### config.mk
export PLATFORM = sky130hd
export DESIGN_NAME = seg_display_scheduler
export DESIGN_NICKNAME = d
export VERILOG_FILES = /design/src/rtl/seg_display_scheduler.sv
export SDC_FILE = /design/constraint.sdc
export NUM_CORES = 1
export LEC_CHECK = 0
export BUFFER_PORTS_ARGS = -buffer_cell sky130_fd_sc_hd__buf_4
export CAP_MARGIN = 20
export CORE_MARGIN = 2
export CORE_UTILIZATION = 49
export CTS_BUF_LIST = sky130_fd_sc_hd__clkbuf_16
export CTS_CLUSTER_DIAMETER = 50
export DETAILED_ROUTE_END_ITERATION = 8
export GPL_TIMING_DRIVEN = 0
export PLACE_DENSITY = 0.75
export SYNTH_ARGS = -nofsm -noshare
export SYNTH_HDL_FRONTEND = slang
export SYNTH_SLANG_ARGS = --single-unit
export TNS_END_PERCENT = 20
### constraint.sdc
create_clock -name CLK -period 1.8 [get_ports CLK]
set_clock_uncertainty 0.15 [all_clocks]
set_input_delay 0.18 -clock CLK [delete_from_list [all_inputs] [get_ports CLK]]
set_output_delay 0.18 -clock CLK [all_outputs]
set_load 0.01 [all_outputs]
### src/rtl/seg_display_scheduler.sv
// seg_display_scheduler: round-robin arbiter that shows one requester's byte for a fixed dwell, plus a free-running digit-refresh strobe.
// Optional feature: define SEG_SCHED_PREEMPT_EN to let requester 0 preempt a dwell owned by requesters 1-3.
module seg_display_scheduler #(
    parameter int DWELL_CYCLES = 12000000,
    parameter int REFRESH_DIV  = 12000
) (
    input  logic        CLK,
    input  logic        RST_N,
    input  logic [3:0]  REQ,
    input  logic [31:0] DATA,
    output logic [7:0]  BCD,
    output logic        BLANK,
    output logic [3:0]  GNT,
    output logic [3:0]  ACK,
    output logic        REFRESH_TICK,
    output logic        BUSY
);
    localparam int DW = DWELL_CYCLES > 1 ? $clog2(DWELL_CYCLES) : 1;
    localparam int RW = REFRESH_DIV > 1 ? $clog2(REFRESH_DIV) : 1;
    localparam logic [DW-1:0] DWELL_LAST = DW'(DWELL_CYCLES - 1);
    localparam logic [RW-1:0] REFRESH_LAST = RW'(REFRESH_DIV - 1);
    localparam logic [0:0] IDLE = 1'b0;
    localparam logic [0:0] SHOW = 1'b1;

    logic [0:0]    state;
    logic [1:0]    ptr;
    logic [1:0]    cur;
    logic [1:0]    win;
    logic          any_req;
    logic [DW-1:0] dwell;
    logic [RW-1:0] rcnt;

    // Pick the first asserted request starting at the pointer; scanning backwards lets the nearest one win.
    always_comb begin
        any_req = |REQ;
        win = ptr;
        for (int k = 3; k >= 0; k--) begin
            if (REQ[ptr + 2'(k)]) win = ptr + 2'(k);
        end
    end

    // Arbitration and dwell sequencing; BCD/BLANK only change on a grant or reset.
    always_ff @(posedge CLK) begin
        if (!RST_N) begin
            state <= IDLE;
            BUSY  <= 1'b0;
            GNT   <= 4'b0000;
            ACK   <= 4'b0000;
            BCD   <= 8'h00;
            BLANK <= 1'b1;
            ptr   <= 2'd0;
            cur   <= 2'd0;
            dwell <= '0;
        end else if (state == IDLE) begin
            ACK <= 4'b0000;
            GNT <= 4'b0000;
            if (any_req) begin
                state <= SHOW;
                BUSY  <= 1'b1;
                GNT   <= 4'b0001 << win;
                ACK   <= 4'b0001 << win;
                BCD   <= DATA[{win, 3'b000} +: 8];
                BLANK <= 1'b0;
                cur   <= win;
                dwell <= '0;
            end
`ifdef SEG_SCHED_PREEMPT_EN
        end else if (REQ[0] && cur != 2'd0) begin
            GNT   <= 4'b0001;
            ACK   <= 4'b0001;
            BCD   <= DATA[7:0];
            cur   <= 2'd0;
            dwell <= '0;
`endif
        end else begin
            ACK <= 4'b0000;
            if (dwell == DWELL_LAST) begin
                state <= IDLE;
                BUSY  <= 1'b0;
                GNT   <= 4'b0000;
                ptr   <= cur + 2'd1;
            end else begin
                dwell <= dwell + 1'b1;
            end
        end
    end

    // Free-running refresh divider, independent of arbitration.
    always_ff @(posedge CLK) begin
        if (!RST_N) begin
            rcnt         <= '0;
            REFRESH_TICK <= 1'b0;
        end else begin
            REFRESH_TICK <= rcnt == REFRESH_LAST;
            rcnt         <= rcnt == REFRESH_LAST ? '0 : rcnt + 1'b1;
        end
    end
endmodule

# --- Word-level counts from Yosys, hierarchy flattened ---
# Index checks and enable logic that the tools add are counted.
# Widths: inputs -> output; s select.
classes:
  add_sub_neg: 6
  magnitude_cmp: 4
  eq_ne: 4
  n_shift: 2
  muxes: 24
  bitwise_logic: 2
  reduce_logical: 8
op_table:
  columns: ["cell", "n"]
  rows:
  - ["$mux 24", 3]
  - ["$shiftx 32x6->8", 1]
  - ["$add 24x1->24 const B", 1]
  - ["$eq 24x24->1 const B", 1]
  - ["$add 14x1->14 const B", 1]
  - ["$eq 14x14->1 const B", 1]
  - ["$lt 2x3->1 const B", 4]
  - ["$mux 4", 3]
  - ["$mux 1", 10]
  - ["$bmux 1 s2", 4]
  - ["$mux 2", 4]
  - ["$reduce_and 2->1", 4]
  - ["$add 2x1->2 const B", 2]
  - ["$add 2x2->2 const B", 2]
  - ["$reduce_or 2->1", 2]
  - ["$reduce_or 4->1", 1]
  - ["$shl 1x2->4 const A", 1]
  - ["$ne 2x1->1 const B", 1]
  - ["$ne 2x2->1 const B", 1]
  - ["$not 1->1", 2]
  - ["$reduce_bool 2->1", 1]
word_totals:
  ff_bits: 62
  input_bits: 38

# --- Depth between registers and ports, before layout ---
logic_depth:
  ltp_word: 10
  mapped_depth: 7
  depth_no_buf: 6

# --- Least setup slack after synthesis ---
# No wires, ideal clock.
synth_timing:
  kind: "reg2reg"
  from: "reg dwell[0]"
  to: "reg dwell[6]"
  setup_time_ns: 0.070
  arrival_time_ns: 1.661
  t_required_ns: 1.580
  slack_ns: -0.082
  stages_incl_launch_ff: 7
  cell_sequence: "dfxtp_1 ha_1 and2_1 and3_4 and4_4 or4_1 a21oi_1"
synth_between:
  elab_chain_len: 3
synth_lines:
  columns: ["item", "line", "text"]
  rows:
  - ["start: declaration", "30", "logic [DW-1:0] dwell;"]
  - ["start signal: assignment", "83", "dwell <= dwell + 1'b1;"]
  - ["$add 24x1->24 or $eq 24x24->1 (tied branches)", "83, 77", null]
  - ["$mux 24 or $ne 2x2->1 (tied branches)", null, null]
  - ["$mux 24 or $reduce_and 2->1 (tied branches)", null, null]
# Several ways; a longest one is shown, not always the timed one. The select of a mux whose other input is x is not followed.
# A chain may end at the register's enable or synchronous reset.

# --- Worst setup path in the final report ---
layout_timing:
  from: "reg ptr[1]"
  to: "reg BCD[2]"
layout_between:
  elab_chain_len: 8
layout_lines:
  columns: ["item", "line", "text"]
  rows:
  - ["start: declaration", "26", "logic [1:0] ptr;"]
  - ["start signal: assignment", "81", "ptr <= cur + 2'd1;"]
  - ["$add 2x2->2", "38", "if (REQ[ptr + 2'(k)]) win = ptr + 2'(k);"]
  - ["$bmux 1 s2", "38", null]
  - ["$mux 1 (implied by the code)", "38", null]
  - ["$mux 2 (3 in a row)", "38", null]
  - ["$mux 2 (*)", "38", null]
  - ["$shiftx 32x6->8 (*)", "62", "BCD <= DATA[{win, 3'b000} +: 8];"]
  - ["end signal: assignment", "62", null]
  - ["end: declaration", "11", "output logic [7:0] BCD,"]
# Mark *: on every way between the ends. The rest lies on a longest branch, timed or not. The select of a mux whose other input is x is not followed.

==> impl_results.md <==
- Worst Slack Setup Final: -118 ps
- Number of search-and-repair iterations in the first detailed-routing pass: 5
- Number of design rule violations left after detail routing: 0
- Setup-failing EPs final: 13
- Ratio of cells with drive above 1 in the final layout: 36.3%
- Number of clock sinks: 62
- Hold Fails Final Rpt: 0
- Critical path fanouts, max: 10
- Multi-input gate area: 1750 µm²
- Comb pwr share: 9.3%
- Worst-skew pair later-pin latency: 320 ps
- Final worst-path cycle share: 107%
- Effective utilization at floorplan: 49.8%
- Most common cell after layout, fill and taps aside: sky130_fd_sc_hd__buf_4
- Flop pwr share: 40.5%
- Classification of the worst setup path: reg2reg
- Critical path capture point type: flop
- Placed instance count: 455
- Required time of the worst setup path: 1830 ps
- Tightest slew margin relative to the limit: 57.1%
- Int Pwr: 2.78 mW
- Total routing resource utilization after global routing: 21.1%
- Total CTS buffers: 9
- Power per cell area: 864 nW/µm²
- Leakage power of the design: 1.54 nW
- Drt first-iter violations: 121
- Vias in the first global route: 2,379
- Congestion Overflow GR: 0
- Number of inserted filler cells in the final layout: 406
- Final WL: 7410 µm
- Shortest clock period the worst path allows after layout: 1920 ps
- Highest attainable clock frequency: 0.521 GHz
- Post-synth cell types: 49
- Average wire per cell in the routed design: 15.3 µm
- Worst-case clock buffer depth: 2
- Count of pins over their slew limit: 0
- Outcome: complete, but fails checks
- Switching share of total power: 21.7%
- Antenna diode instance count: 0
- Count of cells along the worst register-to-register path: 6
- Root cell of the clock tree: sky130_fd_sc_hd__clkbuf_16
- Number of routed nets with antenna violations: 0
- Main synth FF type: sky130_fd_sc_hd__dfxtp_1
- Clock network fraction of design power: 50.1%
- Full die area: 6580 µm²
- Die Y: 81.1 µm
- Wire length of the first global-routing pass: 10,600 µm
- Fraction of the core area covered by cells at the end of the flow: 70.2%
- Post-DP HPWL: 4750 µm
- Actual slew at the worst max-slew pin: 638 ps
- Average vias per placed instance: 5.52
- DR vias: 2,666
- Placement row count: 28
- CP top delay family: compound AO/OA/AOI/OAI gates
- Warning count from the yosys run: 0
- Non-filler cells, final: 483
- Startpoint of the worst setup timing path: ptr[1]
- Net switching power figure: 0.771 mW
- Startpoint kind of the worst setup timing path: flop
- Maximum number of pins on one net before global-route repair: 11
- Worst vdd ir: 0.697 mV
- Most used cells in the layout excluding fill and tap cells: sky130_fd_sc_hd__buf_4, sky130_fd_sc_hd__dfxtp_1, sky130_fd_sc_hd__nor2_1, sky130_fd_sc_hd__nand2_1, sky130_fd_sc_hd__xnor2_1
- Average cell area after synthesis: 9.00 µm²
- Slack of the worst reg-to-reg path: -120 ps
- Arrival time at the worst endpoint: 1950 ps
- Boundary Pins: 57
- Violated checks: negative setup slack
- Origin of the critical flop-to-flop path: ptr[1]
- Placer's final routability congestion estimate: 0.846
- Antenna violations before repair: 0
- Min-Delay Path Class: in2reg
- RSZ-0062 raised after global routing: true
- Die Span X: 81.1 µm
- Register bit count reported by yosys: 62
- Min-Delay Endpoint: BCD[7]
- Number of buffer and inverter instances along the worst setup path: 1
- Slowest library cell on the worst path: sky130_fd_sc_hd__a2111o_1
- Clock-pin slew reported for the worst setup and hold paths after clock tree synthesis: 50 ps
- Worst r2r dst: BCD[2]
- Deepest level of the CTS H-tree: 3
- Register cell area after layout: 1260 µm²
- CTS tree: done
- Port Buf Inserts: 56
- Cell area after synthesis: 2920 µm²
- Synth async-reset ratio: 0%
- Net count of the mapped netlist: 364
- Core area: 5850 µm²
- Worst Hold Path Cells: 3
- Number of standard cells after synthesis: 324
- Share of the yosys chip area belonging to registers: 42.6%
- Net count, final: 444
- Biggest cell delay along the critical path: 400 ps
- Synth-to-layout area growth: 40.9%
- Max-cap check violation count: 0
- Cells traversed along the worst timing path: and3b_1 -> a2111o_1 -> nand2_4 -> buf_8 -> mux2i_1 -> o221ai_1
- Launch point of the worst hold path: DATA[15]
- Count of flip-flops with a built-in enable after synthesis: 0
[registers in the layout, summed over array words and instances, names as in the netlist]
signal and cells:
state 1, GNT 4, ACK 4, rcnt 14
BCD 8, dwell 24, REFRESH_TICK 1, ptr 2
cur 2, BUSY 1, BLANK 1
[final cells by class]
class                   instances  share of cell area, %
multi-input cells             238                   42.5
flip-flops and latches         62                   30.8
repair buffers                 72                   13.7
clock buffers                   9                   5.48
plain buffers                  11                   2.44
well taps                      75                   2.29
clock inverters                 6                   1.89
inverters                      10                  0.914
[routing by layer]
metal	GRT usage, %	share of wire (%)
met2	33.8	50
met1	26.4	43
met5	0	0
met3	7.00	4.9
met4	7.97	1.4
[through the flow]
step	setup slack [ps]	power [mW]	setup TNS, ps	cell area (µm²)	hold WS, ps
3_5_place_dp	-344	1.75	-9310	3430	302
2_1_floorplan	2.61	1.60	0	2920	230
6_report	-118	3.55	-526	4110	23.6
3_3_place_gp	-306	1.74	-7850	3430	293
5_1_grt	-166	3.67	-1330	4110	29.4
4_1_cts	-111	3.53	-1650	3810	18.4
[power groups by stage]
stage | combinational (mW) | sequential (mW) | clock [mW]
2_1_floorplan | 0.127 | 1.48 | 0
3_3_place_gp | 0.276 | 1.46 | 0
3_5_place_dp | 0.282 | 1.46 | 0
4_1_cts | 0.290 | 1.44 | 1.80
5_1_grt | 0.355 | 1.44 | 1.87
6_report | 0.331 | 1.44 | 1.78
[cell families (layout without fill, tap and decap cells)]
logic type | after synthesis | in the layout | share of synthesized area [%]
compound gates | 46 | 46 | 12.1
buf+inv | 24 | 108 | 4.21
mux | 18 | 18 | 6.18
fa+ha+maj | 2 | 2 | 0.858
xor+xnor | 27 | 27 | 8.11
simple gates | 145 | 145 | 26.0
flops | 62 | 62 | 42.6
[timing repair]
item / in CTS / in global routing
setup buffers: 0 / 13
pin swaps: 2 / 12
gates resized for setup: 19 / 48
hold buffers: 2 / 0
endpoints found under the hold margin: 1 / 0
endpoints found under the setup margin: 47 / 49
gates cloned: 0 / 1
[worst register-to-register path, stage by stage (launching register included)]
cell and delay [ps]:
sky130_fd_sc_hd__dfxtp_2 350, sky130_fd_sc_hd__and3b_1 190, sky130_fd_sc_hd__a2111o_1 400, sky130_fd_sc_hd__nand2_4 140, sky130_fd_sc_hd__buf_8 160, sky130_fd_sc_hd__mux2i_1 230, sky130_fd_sc_hd__o221ai_1 160
[worst max-delay path by stage]
stage | to | depth (start not counted) | slack, ps
5_1_grt | BCD[2] | 6 | -170
6_report | BCD[2] | 6 | -120
3_3_place_gp | dwell[23] | 5 | -310
3_5_place_dp | dwell[21] | 5 | -340
4_1_cts | GNT[0] | 4 | -110
2_1_floorplan | dwell[6] | 6 | 3
[synth_stat cells, drive strengths merged (3+ instances only)]
cell,instances,share of area [%]
xnor2,18,5.4
nor2b,3,0.64
nand2,29,3.8
dfxtp,62,43
a211oi,4,1.0
buf,8,2.1
nor3,15,2.6
or4,4,1.2
or3,3,0.64
a21oi,10,1.7
o21ai,8,1.4
mux2i,18,6.2
and2,4,0.86
o211ai,4,1.0
nand3,16,2.7
and4,4,1.3
nand4,9,1.9
o22ai,3,0.64
o221ai,8,2.4
inv,10,1.3
and3,3,0.82
xor2,9,2.7
nor4,5,1.5
nor2,40,5.2
clkbuf,6,0.77
Power figures use the tool's default switching activity.
